[config.mk]
export PLATFORM = sky130hd
export DESIGN_NAME = wb_data_ram_slave_flat
export DESIGN_NICKNAME = d
export VERILOG_FILES = /design/src/rtl/wb_data_ram_slave_pkg.sv /design/src/rtl/wb_data_ram_slave_if.sv /design/src/rtl/wb_data_ram_slave.sv /design/src/flat_wrapper.sv
export SDC_FILE = /design/constraint.sdc
export NUM_CORES = 1
export LEC_CHECK = 0
export ABC_AREA = 0
export BUFFER_PORTS_ARGS = -buffer_cell sky130_fd_sc_hd__buf_2
export CORE_MARGIN = 3
export CORE_UTILIZATION = 45
export CTS_CLUSTER_DIAMETER = 30
export DETAILED_ROUTE_END_ITERATION = 10
export GPL_TIMING_DRIVEN = 1
export PLACE_DENSITY_LB_ADDON = 0.3
export SYNTH_ARGS = -nofsm -noshare
export SYNTH_HDL_FRONTEND = slang
export SYNTH_SLANG_ARGS = --single-unit
[constraint.sdc]
create_clock -name wb_clk_i -period 1.6 [get_ports wb_clk_i]
set_input_delay 0.16 -clock wb_clk_i [delete_from_list [all_inputs] [get_ports wb_clk_i]]
set_output_delay 0.16 -clock wb_clk_i [all_outputs]
set_load 0.01 [all_outputs]
[src/rtl/wb_data_ram_slave_pkg.sv]
// -----------------------------------------------------------------------------
// wb_data_ram_slave_pkg
// Shared definitions for the Wishbone data-RAM slave:
//   - WB data and byte-select widths
//   - default user-window base address and decode mask
//   - slave FSM state encoding
//   - window_hit() helper used by the address decoder
// No ports (package).
// -----------------------------------------------------------------------------
package wb_data_ram_slave_pkg;

  localparam int WB_DW = 32;
  localparam int WB_SW = WB_DW / 8;

  localparam logic [31:0] USER_BASE_ADDR = 32'h3000_0000;
  localparam logic [31:0] USER_ADDR_MASK = 32'hFFFF_FC00;

  typedef enum logic [1:0] {
    ST_IDLE   = 2'd0,
    ST_ACCESS = 2'd1,
    ST_WAIT   = 2'd2,
    ST_ACK    = 2'd3
  } wb_ram_state_e;

  // A byte address belongs to the window when its masked bits equal the base.
  function automatic logic window_hit(input logic [31:0] adr,
                                      input logic [31:0] base,
                                      input logic [31:0] mask);
    return (adr & mask) == base;
  endfunction

endpackage

[src/rtl/wb_data_ram_slave_if.sv]
// -----------------------------------------------------------------------------
// wb_data_ram_slave_if
// Wishbone classic slave-side bus bundle (signal names as seen by the slave).
//   wbs_cyc_i  cycle          wbs_stb_i  strobe        wbs_we_i  1 = write
//   wbs_sel_i  byte lanes     wbs_adr_i  byte address  wbs_dat_i write data
//   wbs_ack_o  acknowledge    wbs_dat_o  read data
// Modports: master drives the request side, slave drives ack and read data.
// -----------------------------------------------------------------------------
interface wb_data_ram_slave_if;
  import wb_data_ram_slave_pkg::*;

  logic             wbs_cyc_i;
  logic             wbs_stb_i;
  logic             wbs_we_i;
  logic [WB_SW-1:0] wbs_sel_i;
  logic [31:0]      wbs_adr_i;
  logic [WB_DW-1:0] wbs_dat_i;
  logic             wbs_ack_o;
  logic [WB_DW-1:0] wbs_dat_o;

  modport master (
    output wbs_cyc_i, wbs_stb_i, wbs_we_i, wbs_sel_i, wbs_adr_i, wbs_dat_i,
    input  wbs_ack_o, wbs_dat_o
  );

  modport slave (
    input  wbs_cyc_i, wbs_stb_i, wbs_we_i, wbs_sel_i, wbs_adr_i, wbs_dat_i,
    output wbs_ack_o, wbs_dat_o
  );

endinterface

[src/rtl/wb_data_ram_slave.sv]
// -----------------------------------------------------------------------------
// wb_data_ram_slave
// Wishbone classic slave that fronts a single-port OpenRAM-style data SRAM.
// Each WB access becomes one SRAM strobe; ack and read data are registered.
// Ports:
//   wb_clk_i      clock shared by the bus and the SRAM
//   wb_rst_i      synchronous active-high reset
//   wbs           Wishbone slave bundle (wb_data_ram_slave_if.slave)
//   ram_csb0_o    SRAM chip select, active-low
//   ram_web0_o    SRAM write enable, active-low
//   ram_wmask0_o  SRAM byte write mask
//   ram_addr0_o   SRAM word address (byte address bits [AW+1:2])
//   ram_din0_o    SRAM write data
//   ram_dout0_i   SRAM read data
// -----------------------------------------------------------------------------
module wb_data_ram_slave
  import wb_data_ram_slave_pkg::*;
#(
  parameter logic [31:0] BASE_ADDR = USER_BASE_ADDR,
  parameter logic [31:0] ADDR_MASK = USER_ADDR_MASK,
  parameter int          AW        = 8,
  parameter int          READ_LAT  = 1
) (
  input  logic              wb_clk_i,
  input  logic              wb_rst_i,
  wb_data_ram_slave_if.slave wbs,
  output logic              ram_csb0_o,
  output logic              ram_web0_o,
  output logic [WB_SW-1:0]  ram_wmask0_o,
  output logic [AW-1:0]     ram_addr0_o,
  output logic [WB_DW-1:0]  ram_din0_o,
  input  logic [WB_DW-1:0]  ram_dout0_i
);

  // Number of WAIT cycles minus one; the counter runs down to zero.
  localparam logic [1:0] WAIT_INIT = 2'(READ_LAT - 1);

  wb_ram_state_e    state;
  logic             we_q;
  logic [1:0]       wait_cnt;
  logic             ack_q;
  logic [WB_DW-1:0] dat_q;
  logic             request;

  // A request is only acted on in IDLE; a miss is simply ignored.
  assign request = wbs.wbs_cyc_i & wbs.wbs_stb_i &
                   window_hit(wbs.wbs_adr_i, BASE_ADDR, ADDR_MASK);

  assign wbs.wbs_ack_o = ack_q;
  assign wbs.wbs_dat_o = dat_q;

  // Slave FSM with all bus and SRAM outputs registered.
  // IDLE latches the request and strobes the SRAM for exactly one cycle
  // (ACCESS). Writes acknowledge right after the strobe; reads wait
  // READ_LAT cycles and capture the SRAM output on the last one. Dropping
  // cyc during ACCESS/WAIT lets the SRAM strobe stand but suppresses ack.
  always_ff @(posedge wb_clk_i) begin
    if (wb_rst_i) begin
      state        <= ST_IDLE;
      we_q         <= 1'b0;
      wait_cnt     <= '0;
      ack_q        <= 1'b0;
      dat_q        <= '0;
      ram_csb0_o   <= 1'b1;
      ram_web0_o   <= 1'b1;
      ram_wmask0_o <= '0;
      ram_addr0_o  <= '0;
      ram_din0_o   <= '0;
    end else begin
      case (state)
        ST_IDLE: begin
          ack_q <= 1'b0;
          dat_q <= '0;
          if (request) begin
            state        <= ST_ACCESS;
            we_q         <= wbs.wbs_we_i;
            ram_csb0_o   <= 1'b0;
            ram_web0_o   <= ~wbs.wbs_we_i;
            ram_wmask0_o <= wbs.wbs_we_i ? wbs.wbs_sel_i : '0;
            ram_addr0_o  <= wbs.wbs_adr_i[AW+1:2];
            ram_din0_o   <= wbs.wbs_dat_i;
          end
        end

        ST_ACCESS: begin
          ram_csb0_o   <= 1'b1;
          ram_web0_o   <= 1'b1;
          ram_wmask0_o <= '0;
          if (!wbs.wbs_cyc_i) begin
            state <= ST_IDLE;
          end else if (we_q) begin
            state <= ST_ACK;
            ack_q <= 1'b1;
            dat_q <= '0;
          end else begin
            state    <= ST_WAIT;
            wait_cnt <= WAIT_INIT;
          end
        end

        ST_WAIT: begin
          if (!wbs.wbs_cyc_i) begin
            state <= ST_IDLE;
          end else if (wait_cnt == 2'd0) begin
            state <= ST_ACK;
            ack_q <= 1'b1;
            dat_q <= ram_dout0_i;
          end else begin
            wait_cnt <= wait_cnt - 2'd1;
          end
        end

        ST_ACK: begin
          state <= ST_IDLE;
          ack_q <= 1'b0;
          dat_q <= '0;
        end

        default: begin
          state <= ST_IDLE;
        end
      endcase
    end
  end

endmodule

[src/flat_wrapper.sv]
// flat-port wrapper written by rule: the top's interface ports become plain ports
module wb_data_ram_slave_flat import wb_data_ram_slave_pkg::*;
#(
  parameter logic [31:0] BASE_ADDR = USER_BASE_ADDR,
  parameter logic [31:0] ADDR_MASK = USER_ADDR_MASK,
  parameter int          AW        = 8,
  parameter int          READ_LAT  = 1
)
  (wb_clk_i, wb_rst_i, ram_csb0_o, ram_web0_o, ram_wmask0_o, ram_addr0_o, ram_din0_o, ram_dout0_i, wbs_wbs_cyc_i, wbs_wbs_stb_i, wbs_wbs_we_i, wbs_wbs_sel_i, wbs_wbs_adr_i, wbs_wbs_dat_i, wbs_wbs_ack_o, wbs_wbs_dat_o);
  wb_data_ram_slave_if wbs_i ();
  input  logic wb_clk_i;
  input  logic wb_rst_i;
  output logic ram_csb0_o;
  output logic ram_web0_o;
  output logic [WB_SW-1:0] ram_wmask0_o;
  output logic [AW-1:0] ram_addr0_o;
  output logic [WB_DW-1:0] ram_din0_o;
  input  logic [WB_DW-1:0] ram_dout0_i;
  input wire logic [$bits(wbs_i.wbs_cyc_i)-1:0] wbs_wbs_cyc_i;
  input wire logic [$bits(wbs_i.wbs_stb_i)-1:0] wbs_wbs_stb_i;
  input wire logic [$bits(wbs_i.wbs_we_i)-1:0] wbs_wbs_we_i;
  input wire logic [$bits(wbs_i.wbs_sel_i)-1:0] wbs_wbs_sel_i;
  input wire logic [$bits(wbs_i.wbs_adr_i)-1:0] wbs_wbs_adr_i;
  input wire logic [$bits(wbs_i.wbs_dat_i)-1:0] wbs_wbs_dat_i;
  output wire logic [$bits(wbs_i.wbs_ack_o)-1:0] wbs_wbs_ack_o;
  output wire logic [$bits(wbs_i.wbs_dat_o)-1:0] wbs_wbs_dat_o;
  assign wbs_i.wbs_cyc_i = wbs_wbs_cyc_i;
  assign wbs_i.wbs_stb_i = wbs_wbs_stb_i;
  assign wbs_i.wbs_we_i = wbs_wbs_we_i;
  assign wbs_i.wbs_sel_i = wbs_wbs_sel_i;
  assign wbs_i.wbs_adr_i = wbs_wbs_adr_i;
  assign wbs_i.wbs_dat_i = wbs_wbs_dat_i;
  assign wbs_wbs_ack_o = wbs_i.wbs_ack_o;
  assign wbs_wbs_dat_o = wbs_i.wbs_dat_o;
  wb_data_ram_slave #(.BASE_ADDR(BASE_ADDR), .ADDR_MASK(ADDR_MASK), .AW(AW), .READ_LAT(READ_LAT)) u_core (.wb_clk_i(wb_clk_i), .wb_rst_i(wb_rst_i), .wbs(wbs_i), .ram_csb0_o(ram_csb0_o), .ram_web0_o(ram_web0_o), .ram_wmask0_o(ram_wmask0_o), .ram_addr0_o(ram_addr0_o), .ram_din0_o(ram_din0_o), .ram_dout0_i(ram_dout0_i));
endmodule
==> metrics.sh, run 1 <==
RUN_STATUS='complete, no violations'
DETAIL_ROUTE.WIRELENGTH_UM=10300
SYNTH.YOSYS.SEQ_AREA_SHARE=0.478
MAXCAPVIOLCOUNT=0
TIMING.CRITICAL_PATH.ARRIVAL_PS=1770
FINALWORSTPATHREQUIREDPERIOD_PS=1490
SYN_AREA_PER_CELL_UM2=8.53
RSZ0062_AT_GRT='true'
CLOCK_SLEW_SEEN_BY_THE_REGISTERS_OF_THE_WORST_SETUP_AND_HOLD_PATHS_PS=90
LAYOUT.CORE_UTILIZATION=0.654
CLK_PATH_BUF_DEPTH=2
POWER.SHARE.SWITCHING=0.243
GRT_FIRST_PASS_WIRELENGTH_UM=15900
GRT_ANTENNA_BEFORE_REPAIR=0
FINALHOLDVIOLCOUNT=0
MET2_WIRE_LENGTH_UM=5310
VIAS_PER_CELL=5.44
WORST-R2R-CELL-COUNT=6
TOTAL_NEG_SETUP_SLACK_PS=0
DRT-MET1-WL_UM=4060
IO-PIN-COUNT=184
ANTENNA_CELLS_INSERTED=0
COMBINATIONALPOWERSHARE=0.122
CRITPATHREQUIREDTIME_PS=1880
YS_TOP_CELLS_BY_AREA='sky130_fd_sc_hd__dfxtp_1, sky130_fd_sc_hd__a21oi_1, sky130_fd_sc_hd__nand4_1, sky130_fd_sc_hd__o21ai_0, sky130_fd_sc_hd__nand2_1'
GLOBAL_ROUTE.OVERFLOW_TOTAL=0
TIMING.FINAL.MAX_SLEW_VIOLATIONS=0
SUM_OF_NET_HALF_PERIMETERS_AFTER_DETAILED_PLACEMENT_UM=7540
PATH_CLASS='flip-flop to flip-flop'
REG2REG_TO='u_core.ram_wmask0_o[3]'
GROUTE.USAGE.OVERALL=0.224
DETAILROUTE.VIA_COUNT=3768
POWER.INTERNAL_W=0.00327
LAYOUT_WORST_PATH_CYCLE_SHARE=0.933
FINAL_AREA_MM2=0.00485
CORE_REGION_AREA_MM2=0.00741
DRC=0
PLACE_WS_PS=13.5
SYNTHDOMINANTCELLAREASHARE=0.478
CLOCK_LATENCY_PS=340
FINAL_CELL_MIX='sky130_fd_sc_hd__buf_2, sky130_fd_sc_hd__dfxtp_1, sky130_fd_sc_hd__a21oi_1, sky130_fd_sc_hd__nand2_1'
FIRSTDRTPASSITERS=4
P_CLK_FRAC=0.390
NETSWITCHINGPOWER_W=0.00105
NNETSFINAL=698
PORT_BUFFERS=181
SYNTH-WARNING-COUNT=0
CTS_TREE='built'
START_UTIL=0.474
METAL3_WL_UM=733
REG2REG_SLACK_PS=110
LAYOUT_COMMONEST_CELL='sky130_fd_sc_hd__buf_2'
CRIT_PATH_START_KIND='flip-flop'
SYN_NETS=521
DIE_HEIGHT_UM=94.4
SYNTH_CELLS=412
DIE-WIDTH_UM=94.4
SHARE_OF_POST_ROUTE_CELLS_WITH_DRIVE_STRENGTH_ABOVE_1=0.409
MAX_SLEW_MARGIN=0.685
CELLPOWERDENSITY_mW_PER_MM2=891
POST_SYNTH_NUM_CELL_TYPES=39
YS_SEQ_ELEMENTS=84
POST_CTS_HOLD_BUFFER_COUNT=0
TIMING_WORST_SLEW_PIN_VALUE_PS=472
FIN_WS_PS=107
SYNTH_TOP_CELL_BY_AREA='sky130_fd_sc_hd__dfxtp_1'
ANTENNA_VIOLATING_NETS_POST_ROUTE=0
SYN_TO_FINAL_GROWTH_PCT=37.9
GRT_PASS1_VIAS=3471
CTS_MAX_LEVEL=3
MAXIMUM_FREQUENCY_FROM_STATIC_TIMING_ANALYSIS_MHz=670
DIE-AREA_MM2=0.00891
SETUP-VIOLATIONS-FINAL=0
CLOCK-SINKS=84
HOLD_SLACK_PS=40.7
SEQUENTIALPOWERSHARE=0.488
DETAILEDROUTE.FIRSTITERATIONVIOLATIONS=168
HOLD_CLASS='input port to flip-flop'
ROUTE.DETAILED.WL_PER_INST_UM=14.8
GLOBALPLACE.CONGESTION=0.804
ENDPOINT='u_core.ram_wmask0_o[3]'
PLACEMENT.CELL_AREA_MM2=0.00451
CP-STARTPOINT='u_core.state[0]'
TIMING.RR.START='u_core.state[0]'
CTS_MADE_BUFFERS=9
CP_MAX_FO=8
CELLLEAKAGEPOWER_nW=2.08
WORSTSETUPENDPOINTTYPE='flip-flop'
CORE.ROWCOUNT=31
COMBINED_AREA_OF_ALL_SYNTHESIZED_CELLS_MM2=0.00351
SKEW_PS=12.3
TOP_SIG_LAYER='met4'
GRT_MAX_DEGREE=46
CTS-ROOT-BUF='sky130_fd_sc_hd__clkbuf_8'
IRDROPWORSTVDD_V=0.000545
-- per-stage QoR --
stage,power [W],instances
6_report,0.00432,693
5_1_grt,0.00449,693
4_1_cts,0.00428,689
3_5_place_dp,0.00262,673
3_3_place_gp,0.00262,673
2_1_floorplan,0.00238,412
-- Yosys cell counts --
master	number
sky130_fd_sc_hd__o2111ai_1	1
sky130_fd_sc_hd__nor4b_2	2
sky130_fd_sc_hd__and2_1	1
sky130_fd_sc_hd__buf_6	9
sky130_fd_sc_hd__nor3_1	1
sky130_fd_sc_hd__buf_1	2
sky130_fd_sc_hd__buf_2	10
sky130_fd_sc_hd__nor4_2	3
sky130_fd_sc_hd__a32o_1	4
sky130_fd_sc_hd__o21ai_0	42
sky130_fd_sc_hd__nand2_1	44
sky130_fd_sc_hd__ha_1	4
sky130_fd_sc_hd__mux2i_1	1
sky130_fd_sc_hd__clkbuf_1	17
sky130_fd_sc_hd__nor2b_1	1
sky130_fd_sc_hd__o211ai_1	1
sky130_fd_sc_hd__nor2_1	4
sky130_fd_sc_hd__dfxtp_1	84
sky130_fd_sc_hd__o32ai_1	1
sky130_fd_sc_hd__and4_1	1
sky130_fd_sc_hd__buf_4	1
sky130_fd_sc_hd__nand3_2	1
sky130_fd_sc_hd__and4bb_2	1
sky130_fd_sc_hd__a22o_1	1
sky130_fd_sc_hd__nand3_1	33
sky130_fd_sc_hd__clkbuf_2	4
sky130_fd_sc_hd__a31oi_1	1
sky130_fd_sc_hd__nand4_1	42
sky130_fd_sc_hd__a32oi_1	1
sky130_fd_sc_hd__nor3_2	1
sky130_fd_sc_hd__a21oi_1	77
sky130_fd_sc_hd__a211oi_1	2
sky130_fd_sc_hd__nand4b_1	1
sky130_fd_sc_hd__a41o_1	1
sky130_fd_sc_hd__nand3b_1	2
sky130_fd_sc_hd__inv_1	7
sky130_fd_sc_hd__o311ai_0	1
sky130_fd_sc_hd__o31ai_1	1
sky130_fd_sc_hd__a22oi_2	1
-- registers in the layout, summed over array words and instances (netlist names) --
register	flops
u_core.ram_din0_o	32
u_core.wbs.wbs_dat_o	32
u_core.ram_addr0_o	8
u_core.ram_wmask0_o	4
u_core.state	2
u_core.wait_cnt	2
u_core.ram_csb0_o	1
u_core.ram_web0_o	1
u_core.wbs.wbs_ack_o	1
u_core.we_q	1
-- per-layer routing --
metal / up-vias / track usage
met5: - / 0
met1: 1764 / 0.263
met3: 16 / 0.0550
met4: 0 / 0.0806
met2: 138 / 0.395
li1: 1850 / -
-- worst min-delay path by stage --
stage                                  end             start  cells past startpoint
floorplan           u_core.ram_wmask0_o[0]  wbs_wbs_sel_i[0]                      1
global placement    u_core.ram_wmask0_o[3]  wbs_wbs_sel_i[3]                      2
finish              u_core.ram_wmask0_o[1]  wbs_wbs_sel_i[1]                      2
global route        u_core.ram_wmask0_o[0]  wbs_wbs_sel_i[0]                      2
detailed placement  u_core.ram_wmask0_o[0]  wbs_wbs_sel_i[0]                      2
CTS                 u_core.ram_wmask0_o[0]  wbs_wbs_sel_i[0]                      2
-- area by class of cell --
class | count | area, um^2
clock buffer | 11 | 141
clock inverter | 5 | 82.6
fill | 639 | 2560
inverter | 7 | 26.3
multi-input combinational | 278 | 1610
sequential | 84 | 1680
tap | 99 | 124
timing repair buffer | 209 | 1170
-- critical path: stages, from the launching register on --
cell and delay (ps):
sky130_fd_sc_hd__dfxtp_1 330, sky130_fd_sc_hd__inv_2 120, sky130_fd_sc_hd__ha_4 200, sky130_fd_sc_hd__buf_4 150
sky130_fd_sc_hd__nand4b_1 140, sky130_fd_sc_hd__nor3_4 310, sky130_fd_sc_hd__a32o_1 180
-- power groups by stage --
stage	logic (W)	clock network, W	registers (W)
finish	0.000526	0.00168	0.00211
floorplan	0.000224	0	0.00216
detailed placement	0.000466	0	0.00216
global placement	0.000466	0	0.00216
CTS	0.000468	0.00171	0.00211
global route	0.000574	0.00181	0.00211
-- cells by family (layout without fill, tap and decap cells) --
family                     after synthesis  in the layout  share of synthesized area
and+or+nand+nor                        138            138                      0.216
buffers and inverters                   50            232                     0.0787
DFF                                     84             84                      0.478
AOI/OAI and AO/OA                      135            135                      0.210
muxes                                    1              1                    0.00285
adders and majority gates                4              4                     0.0142
-- what timing repair did --
action                     4_1_cts  5_1_grt
pin swaps                        1        2
cloned                           0        1
setup endpoints to repair        1       50
buffers inserted                 0        3
resized for setup                0       14
Power figures use the tool's default switching activity.
==> run 2: changes to the inputs <==
- PLACE_DENSITY: default -> 0.8
- PLACE_DENSITY_LB_ADDON: 0.3 -> default
==> metrics.sh, run 2 (synthesis gave the netlist of run 1 again) <==
TIMING.CRITICAL_PATH.ARRIVAL_PS=1770  # about the same
PLACE_WS_PS=-8.38  # -21.9 ps
CLOCK_SLEW_SEEN_BY_THE_REGISTERS_OF_THE_WORST_SETUP_AND_HOLD_PATHS_PS=80  # about the same
GRT_FIRST_PASS_WIRELENGTH_UM=16300  # +2.3%
DRC=0  # unchanged
CRIT_PATH_START_KIND='flip-flop'
CP_MAX_FO=11  # +3
MAX_SLEW_MARGIN=0.725  # +0.0397
CLOCK-SINKS=84  # unchanged
CORE.ROWCOUNT=31  # unchanged
BUSIEST_LAYER='met2'
FINALHOLDVIOLCOUNT=0  # unchanged
GLOBAL_ROUTE.OVERFLOW_TOTAL=0  # unchanged
CORE_REGION_AREA_MM2=0.00741  # unchanged
SETUP-VIOLATIONS-FINAL=0  # unchanged
CTS_TREE='built'
CTS_MAX_LEVEL=3  # unchanged
GRT_ANTENNA_BEFORE_REPAIR=0  # unchanged
ANTENNA_CELLS_INSERTED=0  # unchanged
DIE_HEIGHT_UM=94.4  # unchanged
LAYOUT_COMMONEST_CELL='sky130_fd_sc_hd__buf_2'
FINAL-INSTANCE-COUNT-EXCL-FILL=688  # -0.72%
NNETSFINAL=694  # -0.57%
FIN_WS_PS=99.4  # -7.23 ps
TOTAL_NEG_SETUP_SLACK_PS=0  # unchanged
CTS-ROOT-BUF='sky130_fd_sc_hd__clkbuf_8'
CELLPOWERDENSITY_mW_PER_MM2=854  # -4.1%
TIMING.FINAL.MAX_SLEW_VIOLATIONS=0  # unchanged
FINAL_CELL_MIX='sky130_fd_sc_hd__buf_2, sky130_fd_sc_hd__dfxtp_1, sky130_fd_sc_hd__a21oi_1, sky130_fd_sc_hd__nand2_1, sky130_fd_sc_hd__nand4_1'
CRITPATHREQUIREDTIME_PS=1870  # about the same
PATH_CLASS='flip-flop to flip-flop'
PLACE_INST=667  # -0.89%
MAXIMUM_FREQUENCY_FROM_STATIC_TIMING_ANALYSIS_MHz=666  # -0.48%
DETAILROUTE.VIA_COUNT=3813  # +1.2%
GLOBALPLACE.CONGESTION=0.825  # +2.6%
LAYOUT.CORE_UTILIZATION=0.645  # -0.00861
FIRSTDRTPASSITERS=5  # +1
CELLLEAKAGEPOWER_nW=2.03  # -2.3%
WORSTSETUPENDPOINTTYPE='flip-flop'
LAYOUT_WORST_PATH_CYCLE_SHARE=0.938  # +0.00452
SHARE_OF_POST_ROUTE_CELLS_WITH_DRIVE_STRENGTH_ABOVE_1=0.397  # -0.0118
PORT_BUFFERS=181  # unchanged
HOLD_CLASS='input port to flip-flop'
START_UTIL=0.474  # unchanged
FINALWORSTPATHREQUIREDPERIOD_PS=1500  # +7.23 ps
GROUTE.LAYER.MET2.USAGE=0.376  # -0.0189
CLK_PATH_BUF_DEPTH=2  # unchanged
GROUTE.USAGE.OVERALL=0.223  # -0.000767
IO-PIN-COUNT=184  # unchanged
SYN_TO_FINAL_GROWTH_PCT=36.1
GRT_PASS1_VIAS=3483  # +0.35%
GRT.MET3_USAGE=0.0382  # -0.0167
DETAIL_ROUTE.WIRELENGTH_UM=10400  # +1.2%
DIE-WIDTH_UM=94.4  # unchanged
MAXCAPVIOLCOUNT=0  # unchanged
RUN_STATUS='complete, no violations'
ANTENNA_VIOLATING_NETS_POST_ROUTE=0  # unchanged
ROUTE.DETAILED.WL_PER_INST_UM=15.1  # +2.0%
IRDROPWORSTVDD_V=0.000439  # -20%
CLOCK_LATENCY_PS=340  # about the same
SKEW_PS=8.26  # -4.08 ps
GRT_MAX_DEGREE=41  # -11%
TIMING_WORST_SLEW_PIN_VALUE_PS=412  # -59.5 ps
HOLD_SLACK_PS=36.0  # -4.69 ps
DIE-AREA_MM2=0.00891  # unchanged
CTS_MADE_BUFFERS=9  # unchanged
DETAILEDROUTE.FIRSTITERATIONVIOLATIONS=223  # +33%
VIAS_PER_CELL=5.54  # +1.9%
SUM_OF_NET_HALF_PERIMETERS_AFTER_DETAILED_PLACEMENT_UM=7260  # -3.8%
GRT_USE_MET1=0.289  # +0.0260
[run 2: changes by cell type in the layout (fill, tap and decap cells not counted), sizes merged]
cell,before,now
buf,208,204
bufinv,2,1
clkinvlp,0,1
inv,8,7
[run 2: area by class of cell]
class / instances / area [um^2]
Tap cell: 99 / 124
Fill cell: 641 / 2630
Inverter: 7 / 26.3
Clock inverter: 4 / 51.3
Clock buffer: 11 / 131
Timing Repair Buffer: 205 / 1170
Sequential cell: 84 / 1680
Multi-Input combinational cell: 278 / 1600
[run 2: what timing repair did]
item	4_1_cts	5_1_grt
buffers inserted	0	4
gates resized for setup	0	10
hold buffers	0	0
endpoints found under the setup margin	0	83
[run 2: metrics by stage]
stage / power, W / cell area (um^2)
3_3_place_gp: 0.00260 / 4490
3_5_place_dp: 0.00261 / 4490
5_1_grt: 0.00425 / 4780
4_1_cts: 0.00402 / 4680
2_1_floorplan: 0.00238 / 3510
6_report: 0.00409 / 4780
[run 2: worst max-delay path, stage by stage, from the launching register on]
cell                        delay, ps
sky130_fd_sc_hd__dfxtp_1          410
sky130_fd_sc_hd__inv_2             90
sky130_fd_sc_hd__ha_4             210
sky130_fd_sc_hd__a22oi_2          180
sky130_fd_sc_hd__buf_4            160
sky130_fd_sc_hd__clkbuf_16        150
sky130_fd_sc_hd__nand3_1           80
sky130_fd_sc_hd__a21oi_1          150
[run 2: layer usage]
layer  up-vias  share of wire
met5         -              0
met3        16          0.072
met4         0          0.020
met1      1778           0.42
met2       172           0.49
li1       1847              -
[run 2: final timing paths]
check                                              start                  endpoint  slack (ps)  cells past startpoint
worst max-delay path                     u_core.state[1]  u_core.wbs.wbs_dat_o[23]         100                      7
worst min-delay path                    wbs_wbs_sel_i[2]    u_core.ram_wmask0_o[2]          40                      2
worst max register to register           u_core.state[1]  u_core.wbs.wbs_dat_o[23]         100                      7
worst min register to register  u_core.wbs.wbs_dat_o[13]  u_core.wbs.wbs_dat_o[13]         450                      2
[run 2: power by group]
part           internal (W)  switching [W]  total, W
combinational      0.000237       0.000297  0.000534
clock              0.000715       0.000728   0.00144
sequential          0.00210     0.00000901   0.00211
total               0.00305        0.00103   0.00409
